**config.mk**
```make
export PLATFORM = sky130hd
export DESIGN_NAME = commit_stage_wide
export DESIGN_NICKNAME = d
export VERILOG_FILES = /design/src/rtl/commit_pkg.sv /design/src/rtl/commit_lane_eval.sv /design/src/rtl/commit_stage_wide.sv
export SDC_FILE = /design/constraint.sdc
export NUM_CORES = 1
export LEC_CHECK = 0
export ABC_AREA = 1
export BUFFER_PORTS_ARGS = -buffer_cell sky130_fd_sc_hd__buf_2
export CELL_PAD_IN_SITES_DETAIL_PLACEMENT = 1
export CELL_PAD_IN_SITES_GLOBAL_PLACEMENT = 1
export CORE_AREA = 2 2 294 296
export DETAILED_ROUTE_END_ITERATION = 8
export DIE_AREA = 0 0 296 298
export PLACE_DENSITY = 0.57
export SYNTH_ARGS = -nofsm -noshare
export SYNTH_HDL_FRONTEND = slang
export SYNTH_HIERARCHICAL = 1
export SYNTH_SLANG_ARGS = --single-unit
```
**constraint.sdc**
```tcl
create_clock -name clk_i -period 4.04 [get_ports clk_i]
set_clock_uncertainty 0.15 [all_clocks]
set_input_delay 0.404 -clock clk_i [delete_from_list [all_inputs] [get_ports clk_i]]
set_output_delay 0.404 -clock clk_i [all_outputs]
set_load 0.005 [all_outputs]
```
**src/rtl/commit_pkg.sv**
```systemverilog
// Shared types for the wide commit stage: ROB entry layout, command and
// condition encodings, FSM states and the condition evaluator.
package commit_pkg;

  localparam int unsigned ENTRY_W = 79;

  typedef enum logic [3:0] {
    CMD_ALU      = 4'd0,
    CMD_STORE    = 4'd1,
    CMD_BCOND_NT = 4'd2,
    CMD_BCOND_T  = 4'd3,
    CMD_CBZ_NT   = 4'd4,
    CMD_CBZ_T    = 4'd5,
    CMD_BR       = 4'd6,
    CMD_BL       = 4'd7,
    CMD_B        = 4'd8,
    CMD_LOAD     = 4'd9
  } cmd_e;

  localparam logic [4:0] COND_EQ = 5'd0;
  localparam logic [4:0] COND_NE = 5'd1;
  localparam logic [4:0] COND_GE = 5'd10;
  localparam logic [4:0] COND_LT = 5'd11;
  localparam logic [4:0] COND_GT = 5'd12;

  typedef enum logic {
    ST_COMMIT  = 1'b0,
    ST_RESTORE = 1'b1
  } state_e;

  // flags are {C,V,Z,N}
  typedef struct packed {
    logic [3:0]  cmd;
    logic [4:0]  rd;
    logic        flag_valid;
    logic [3:0]  flags;
    logic        data_valid;
    logic [63:0] data;
  } rob_entry_t;

  function automatic logic cond_taken(input logic [4:0] cond, input logic v,
                                      input logic z, input logic n);
    logic t;
    case (cond)
      COND_EQ: t = z;
      COND_NE: t = !z;
      COND_GE: t = (n == v);
      COND_LT: t = (n != v);
      COND_GT: t = !z && (n == v);
      default: t = z || (n != v);
    endcase
    return t;
  endfunction

endpackage

```
**src/rtl/commit_lane_eval.sv**
```systemverilog
// Per-lane decode of one ROB entry: branch resolution, write enable and
// flag forwarding toward the next lane.
module commit_lane_eval
  import commit_pkg::*;
#(
  parameter int unsigned XLEN = 64
) (
  input  rob_entry_t      i_entry,
  input  logic [XLEN-1:0] i_reg_data,
  input  logic [3:0]      i_flags,
  output logic            o_retire_ok_c,
  output logic            o_mispredict_c,
  output logic [XLEN-1:0] o_restore_pc_c,
  output logic            o_reg_we_c,
  output logic            o_is_store_c,
  output logic            o_is_load_c,
  output logic            o_is_cond_c,
  output logic            o_taken_c,
  output logic [3:0]      o_flags_out_c
);

  logic [XLEN-1:0] w_data;
  logic            w_cond_hit;
  logic            w_reg_zero;

  assign w_data        = XLEN'(i_entry.data);
  assign w_cond_hit    = cond_taken(i_entry.rd, i_flags[2], i_flags[1], i_flags[0]);
  assign w_reg_zero    = (i_reg_data == '0);
  assign o_retire_ok_c = i_entry.data_valid;
  assign o_flags_out_c = i_entry.flag_valid ? i_entry.flags : i_flags;

  always_comb begin
    o_mispredict_c = 1'b0;
    o_restore_pc_c = w_data;
    o_reg_we_c     = 1'b0;
    o_is_store_c   = 1'b0;
    o_is_load_c    = 1'b0;
    o_is_cond_c    = 1'b0;
    o_taken_c      = 1'b0;
    case (i_entry.cmd)
      CMD_ALU, CMD_BL: o_reg_we_c = 1'b1;
      CMD_LOAD: begin
        o_reg_we_c  = 1'b1;
        o_is_load_c = 1'b1;
      end
      CMD_STORE: o_is_store_c = 1'b1;
      CMD_BCOND_NT, CMD_BCOND_T: begin
        o_is_cond_c    = 1'b1;
        o_taken_c      = w_cond_hit;
        o_mispredict_c = (w_cond_hit != i_entry.cmd[0]);
      end
      CMD_CBZ_NT, CMD_CBZ_T: begin
        o_is_cond_c    = 1'b1;
        o_taken_c      = w_reg_zero;
        o_mispredict_c = (w_reg_zero != i_entry.cmd[0]);
      end
      // indirect branch: prediction lives in data, real target in the regfile
      CMD_BR: begin
        o_mispredict_c = (i_reg_data != w_data);
        o_restore_pc_c = i_reg_data;
      end
      default: ;
    endcase
  end

endmodule

```
**src/rtl/commit_stage_wide.sv**
```systemverilog
// Multi-lane in-order commit stage with mispredict squash and registered
// restore handshake. Optional perf counters under `COMMIT_PERF_CNT_EN.
module commit_stage_wide
  import commit_pkg::*;
#(
  parameter int unsigned ROB_SIZE  = 8,
  parameter int unsigned ROB_PTR_W = $clog2(ROB_SIZE + 1),
  parameter int unsigned COMMIT_W  = 2,
  parameter int unsigned XLEN      = 64
) (
  input  logic                            clk_i,
  input  logic                            reset_i,
  input  logic [ROB_PTR_W-1:0]            rob_head_i,
  input  logic [COMMIT_W*ENTRY_W-1:0]     rob_entry_i,
  output logic [$clog2(COMMIT_W+1)-1:0]   rob_retire_cnt_o,
  output logic [COMMIT_W*5-1:0]           map_rd_addr_o,
  input  logic [COMMIT_W*ROB_PTR_W-1:0]   map_rd_data_i,
  output logic [31:0]                     map_resets_o,
  output logic [COMMIT_W*5-1:0]           reg_rd_addr_o,
  input  logic [COMMIT_W*XLEN-1:0]        reg_rd_data_i,
  output logic [COMMIT_W-1:0]             reg_we_o,
  output logic [COMMIT_W*5-1:0]           reg_waddr_o,
  output logic [COMMIT_W*XLEN-1:0]        reg_wdata_o,
  output logic                            mem_wr_valid_o,
  input  logic                            mem_wr_ready_i,
  output logic [XLEN-1:0]                 mem_wr_addr_o,
  output logic [XLEN-1:0]                 mem_wr_data_o,
  output logic [COMMIT_W-1:0]             lsq_retire_o,
  input  logic                            lsq_flush_i,
  input  logic [XLEN-1:0]                 lsq_pc_i,
  output logic                            restore_valid_o,
  output logic [XLEN-1:0]                 restore_pc_o,
  input  logic                            restore_ack_i,
  output logic                            bp_update_o,
  output logic                            bp_taken_o
`ifdef COMMIT_PERF_CNT_EN
  ,
  output logic [31:0]                     perf_retired_o,
  output logic [31:0]                     perf_mispred_o,
  output logic [31:0]                     perf_stall_o
`endif
);

  localparam int unsigned CNT_W = $clog2(COMMIT_W + 1);

  rob_entry_t            w_entry     [COMMIT_W];
  logic [3:0]            w_flags_in  [COMMIT_W];
  logic [3:0]            w_flags_out [COMMIT_W];
  logic [XLEN-1:0]       w_lane_pc   [COMMIT_W];
  logic [XLEN-1:0]       w_lane_rd   [COMMIT_W];
  logic [COMMIT_W-1:0]   w_ok, w_misp, w_we, w_store, w_load, w_cond, w_taken;

  state_e                r_state;
  logic [3:0]            r_flags;
  logic                  r_restore_valid;
  logic [XLEN-1:0]       r_restore_pc;

  logic                  w_go, w_store_seen, w_cond_seen, w_mispred, w_lane_misp;
  logic [XLEN-1:0]       w_rpc;
  logic [3:0]            w_flags_nxt;
  logic [ROB_PTR_W-1:0]  w_slot;

  for (genvar k = 0; k < COMMIT_W; k++) begin : g_lane
    assign w_entry[k]   = rob_entry_t'(rob_entry_i[k*ENTRY_W +: ENTRY_W]);
    assign w_lane_rd[k] = reg_rd_data_i[k*XLEN +: XLEN];
    if (k == 0) begin : g_first
      assign w_flags_in[k] = r_flags;
    end else begin : g_chain
      assign w_flags_in[k] = w_flags_out[k-1];
    end

    commit_lane_eval #(.XLEN(XLEN)) u_lane (
      .i_entry        (w_entry[k]),
      .i_reg_data     (w_lane_rd[k]),
      .i_flags        (w_flags_in[k]),
      .o_retire_ok_c  (w_ok[k]),
      .o_mispredict_c (w_misp[k]),
      .o_restore_pc_c (w_lane_pc[k]),
      .o_reg_we_c     (w_we[k]),
      .o_is_store_c   (w_store[k]),
      .o_is_load_c    (w_load[k]),
      .o_is_cond_c    (w_cond[k]),
      .o_taken_c      (w_taken[k]),
      .o_flags_out_c  (w_flags_out[k])
    );

    assign map_rd_addr_o[k*5 +: 5]     = w_entry[k].rd;
    assign reg_rd_addr_o[k*5 +: 5]     = w_entry[k].rd;
    assign reg_waddr_o[k*5 +: 5]       = w_entry[k].rd;
    assign reg_wdata_o[k*XLEN +: XLEN] = XLEN'(w_entry[k].data);
  end

  // Walk lanes in order; the retired set is the prefix before the first stop.
  always_comb begin
    rob_retire_cnt_o = '0;
    map_resets_o     = '0;
    reg_we_o         = '0;
    lsq_retire_o     = '0;
    mem_wr_valid_o   = 1'b0;
    mem_wr_addr_o    = '0;
    mem_wr_data_o    = '0;
    bp_update_o      = 1'b0;
    bp_taken_o       = 1'b0;
    w_mispred        = 1'b0;
    w_lane_misp      = 1'b0;
    w_rpc            = '0;
    w_flags_nxt      = r_flags;
    w_store_seen     = 1'b0;
    w_cond_seen      = 1'b0;
    w_slot           = '0;
    w_go             = reset_i && (r_state == ST_COMMIT);
    for (int k = 0; k < COMMIT_W; k++) begin
      if (w_go) begin
        if (!w_ok[k] || (w_store[k] && w_store_seen) || (w_cond[k] && w_cond_seen)) begin
          w_go = 1'b0;
        end else if (w_store[k] && !mem_wr_ready_i) begin
          mem_wr_valid_o = 1'b1;
          mem_wr_addr_o  = XLEN'(w_entry[k].data);
          mem_wr_data_o  = w_lane_rd[k];
          w_go           = 1'b0;
        end else begin
          rob_retire_cnt_o = CNT_W'(rob_retire_cnt_o + 1'b1);
          w_flags_nxt      = w_flags_out[k];
          w_slot = ROB_PTR_W'((32'(rob_head_i) + 32'(k)) % ROB_SIZE);
          if (w_we[k]) begin
            reg_we_o[k] = 1'b1;
            if (map_rd_data_i[k*ROB_PTR_W +: ROB_PTR_W] == w_slot)
              map_resets_o[w_entry[k].rd] = 1'b1;
          end
          if (w_store[k]) begin
            w_store_seen    = 1'b1;
            mem_wr_valid_o  = 1'b1;
            mem_wr_addr_o   = XLEN'(w_entry[k].data);
            mem_wr_data_o   = w_lane_rd[k];
            lsq_retire_o[k] = 1'b1;
          end
          if (w_load[k]) lsq_retire_o[k] = 1'b1;
          if (w_cond[k]) begin
            w_cond_seen = 1'b1;
            bp_update_o = 1'b1;
            bp_taken_o  = w_taken[k];
          end
          w_lane_misp = w_misp[k] || (w_store[k] && lsq_flush_i);
          if (w_lane_misp) begin
            w_mispred = 1'b1;
            w_rpc     = (w_store[k] && lsq_flush_i) ? lsq_pc_i : w_lane_pc[k];
            w_go      = 1'b0;
          end
        end
      end
    end
  end

  // Commit/restore FSM with registered restore request and flag register.
  always_ff @(posedge clk_i or negedge reset_i) begin
    if (!reset_i) begin
      r_state         <= ST_COMMIT;
      r_flags         <= '0;
      r_restore_valid <= 1'b0;
      r_restore_pc    <= '0;
    end else begin
      case (r_state)
        ST_COMMIT: begin
          r_flags <= w_flags_nxt;
          if (w_mispred) begin
            r_state         <= ST_RESTORE;
            r_restore_valid <= 1'b1;
            r_restore_pc    <= w_rpc;
          end
        end
        ST_RESTORE: begin
          if (restore_ack_i) begin
            r_state         <= ST_COMMIT;
            r_restore_valid <= 1'b0;
          end
        end
        default: r_state <= ST_COMMIT;
      endcase
    end
  end

  assign restore_valid_o = r_restore_valid;
  assign restore_pc_o    = r_restore_pc;

`ifdef COMMIT_PERF_CNT_EN
  logic [31:0] r_perf_retired, r_perf_mispred, r_perf_stall;
  logic [32:0] w_ret_sum;

  assign w_ret_sum = {1'b0, r_perf_retired} + 33'(rob_retire_cnt_o);

  // Saturating event counters.
  always_ff @(posedge clk_i or negedge reset_i) begin
    if (!reset_i) begin
      r_perf_retired <= '0;
      r_perf_mispred <= '0;
      r_perf_stall   <= '0;
    end else begin
      r_perf_retired <= w_ret_sum[32] ? '1 : w_ret_sum[31:0];
      if (w_mispred && (r_perf_mispred != '1))
        r_perf_mispred <= r_perf_mispred + 32'd1;
      if (w_entry[0].data_valid && (rob_retire_cnt_o == '0) && (r_perf_stall != '1))
        r_perf_stall <= r_perf_stall + 32'd1;
    end
  end

  assign perf_retired_o = r_perf_retired;
  assign perf_mispred_o = r_perf_mispred;
  assign perf_stall_o   = r_perf_stall;
`endif

endmodule

```
==> impl_results.rst <==
.. list-table::
   :header-rows: 1

   * - Metric
     - Value
   * - Status
     - finished clean
   * - Type of element capturing the critical path
     - output port
   * - Final Hold Viols
     - 0
   * - Number of DRC violations after detailed routing
     - 0
   * - Area after DPL
     - around 17000 um^2
   * - F_max
     - between 200 and 300 MHz
   * - Clock Power Share
     - a little over a fifth
   * - Pwr per Cell Area
     - ~240 nW/um^2
   * - Net count of the mapped netlist
     - between 2k and 3k
   * - IO Port Bufs
     - 755
   * - Chip Width
     - 296 um
   * - Shortest period the worst path allows
     - 3.87 ns
   * - Clk Tree Root Cell
     - sky130_fd_sc_hd__clkbuf_16
   * - Post-route antenna net violation count
     - 0
   * - Cell Area, Synth
     - between 10000 and 15000 um^2
   * - Clock Pin Slew Worst Setup and Hold Paths
     - roughly 0.060 ns
   * - Total track usage
     - ~19%
   * - Number of cells after detailed placement
     - around 4.2k
   * - Power share of the sequential group
     - 28.0%
   * - Number of pins with negative max-slew slack in the final report
     - 0
   * - Switching portion of total power
     - between 40% and 50%
   * - Commonest non-fill, non-tap cell in the layout
     - sky130_fd_sc_hd__nand2_1
   * - Worst IR drop on VDD
     - between 0.0002 and 0.00025 V
   * - Internal Pwr Total
     - about 2.4 mW
   * - Initial cell density of the core
     - between 15 and 20%
   * - Boundary pin count
     - approximately 760
   * - Synthesis warning total
     - 6
   * - Number of nets in the finished design
     - around 3.5k
   * - CORE AREA
     - between 80000 and 90000 um^2
   * - Wire length of the first global-routing pass
     - between 100 and 150 mm
   * - GP Congestion
     - a little over 0.9
   * - Via count
     - roughly 18k
   * - Highest-count cells in the layout ignoring fill and taps
     - sky130_fd_sc_hd__nand2_1 (1125), sky130_fd_sc_hd__buf_2 (754), sky130_fd_sc_hd__inv_1 (285), sky130_fd_sc_hd__nand3_1 (196), sky130_fd_sc_hd__o21ai_0 (143)
   * - HPWL reported at the end of detailed placement
     - roughly 70 mm
   * - Starting DRC count in detailed routing
     - 1059
   * - Number of H-tree levels
     - 3
   * - Detailed Route WL
     - roughly 90 mm
   * - Final core utilization
     - 21.0%
   * - Via count of the first global-routing pass
     - 17.5k
   * - Maximum buffer depth of the clock tree
     - 2
   * - Final non-filler cell total
     - about 4.3k
   * - Cells after synthesis
     - 2575
   * - Area added between synthesis and finish
     - 31.7%
   * - Later-pin clock latency in the skew report
     - 0.37 ns
   * - Peak fanout along the critical path
     - 30
   * - Relative slew margins
     - slightly below 30%
   * - Area of the die
     - about 90000 um^2
   * - Total net switching power
     - between 1.5 and 2 mW
   * - Post-Place Setup Slack
     - -0.0218 ns
   * - Combinational Power Share
     - about 50%
   * - Crit Path Class
     - primary input to output port
   * - Clock tree from TritonCTS
     - built
   * - Total clock buffers created by CTS
     - 9
   * - Total global routing overflow
     - 0
   * - Layout cell share with drive strength beyond 1
     - between 20% and 30%
   * - Hold buffers post-CTS
     - 0
   * - Final design area excluding fillers
     - between 15000 and 20000 um^2
   * - Number of optimization iterations in the first detailed-route pass
     - 5
   * - Total chip power
     - 4.26 mW
   * - Least-Margin Pin Slew
     - roughly 1.1 ns
   * - Wire length per cell
     - 20.7 um
   * - Routed via count divided by cell count
     - about 4.2
   * - Maximum number of pins on one net before global-route repair
     - about 130
   * - Final period util
     - ~96%
   * - Number of max-capacitance violations reported
     - 0
   * - Antenna violations before repair
     - 13
   * - Worst min-delay path class
     - primary input to asynchronous set/reset pin
   * - Vertical die dimension
     - roughly 300 um
   * - Static Leakage
     - 10.7 nW
   * - Count of endpoints failing setup in the final report
     - 0
   * - CP Data Arrival Time
     - about 3.3 ns
   * - Slack of the critical path
     - about 0.17 ns
   * - Startpoint type of the worst setup path
     - primary input
   * - Number of clock sinks
     - a little under 70
   * - Worst Path Required
     - between 3 and 4 ns
   * - Synthesized area per cell
     - 5.25 um^2
   * - Cell Rows
     - about 110
   * - Setup repair after global routing missed its margin
     - false
## per-layer routing
metal	vias to the layer above	wire, um	GRT usage, %
li1	8895	-	-
met1	8527	40400	25.7
met2	517	41900	32.8
met3	37	5280	3.30
met4	12	628	2.56
met5	-	74	0
## final timing paths
check / to / cells after the start / slack (ns) / start
worst max-delay path: mem_wr_data_o[2] / 21 / 0.17 / reg_rd_data_i[20]
worst min-delay path: restore_pc_o[4]$_DFFE_PN0P_ / 2 / 0.01 / reset_i
worst max register to register: restore_pc_o[15]$_DFFE_PN0P_ / 20 / 0.65 / r_flags[2]$_DFFE_PN0N_
worst min register to register: restore_pc_o[6]$_DFFE_PN0P_ / 2 / 0.35 / restore_pc_o[6]$_DFFE_PN0P_
max in group asynchronous: restore_pc_o[51]$_DFFE_PN0P_ / 3 / 2.58 / reset_i
min in group clk_i: r_state$_DFF_PN0_ / 2 / 0.09 / restore_ack_i
## repair_timing
| action | 4_1_cts | 5_1_grt |
|---|---|---|
| pin swaps | 1 | 2 |
| gates resized for setup | 1 | 3 |
| cloned | 0 | 1 |
| setup buffers | 0 | 2 |
| setup endpoints to repair | 43 | 31 |
## layout make-up
cell class | instances | area, um^2
multi-input combinational | 1922 | 8820
fill | 11300 | 67100
sequential | 69 | 1730
tap | 1144 | 1430
clock buffer | 13 | 270
antenna | 6 | 15.0
timing repair buffer | 809 | 4390
clock inverter | 3 | 42.5
inverter | 298 | 1120
## metrics by stage
stage / hold WS [ns] / TNS [ns]
floorplan: -0.0416 / 0
global placement: 0.335 / -0.0170
detailed placement: 0.339 / -0.0602
CTS: 0.0364 / 0
global route: 0.0505 / 0
finish: 0.0132 / 0
## flip-flops by register name, summed over array words and instances (netlist names)
name             cells
r_flags              3
restore_valid_o      1
r_state              1
restore_pc_o        64
## critical path, cell delays in order
cell	delay [ns]
sky130_fd_sc_hd__buf_2	0.11
sky130_fd_sc_hd__inv_1	0.12
sky130_fd_sc_hd__or2_2	0.13
sky130_fd_sc_hd__nand3_1	0.09
sky130_fd_sc_hd__nor3_1	0.29
sky130_fd_sc_hd__buf_4	0.16
sky130_fd_sc_hd__nand2_1	0.11
sky130_fd_sc_hd__nor2_2	0.20
sky130_fd_sc_hd__nand2_1	0.08
sky130_fd_sc_hd__nand2_1	0.19
sky130_fd_sc_hd__nand2_1	0.11
sky130_fd_sc_hd__inv_1	0.06
sky130_fd_sc_hd__nand2_1	0.11
sky130_fd_sc_hd__nor2_4	0.16
sky130_fd_sc_hd__nand2_2	0.09
sky130_fd_sc_hd__nor2_4	0.18
sky130_fd_sc_hd__buf_4	0.15
sky130_fd_sc_hd__buf_12	0.18
sky130_fd_sc_hd__nand2_1	0.07
sky130_fd_sc_hd__nand2_1	0.12
sky130_fd_sc_hd__buf_2	0.14
## power by group through the flow
stage / sequential [mW] / clock (mW) / combinational (mW)
2_1_floorplan: 1.20 / 0 / 0.972
3_3_place_gp: 1.20 / 0 / 2.13
3_5_place_dp: 1.20 / 0 / 2.15
4_1_cts: 1.20 / 0.980 / 2.16
5_1_grt: 1.23 / 0.989 / 2.35
6_report: 1.19 / 0.934 / 2.13
(Power assumes the default switching activity.)
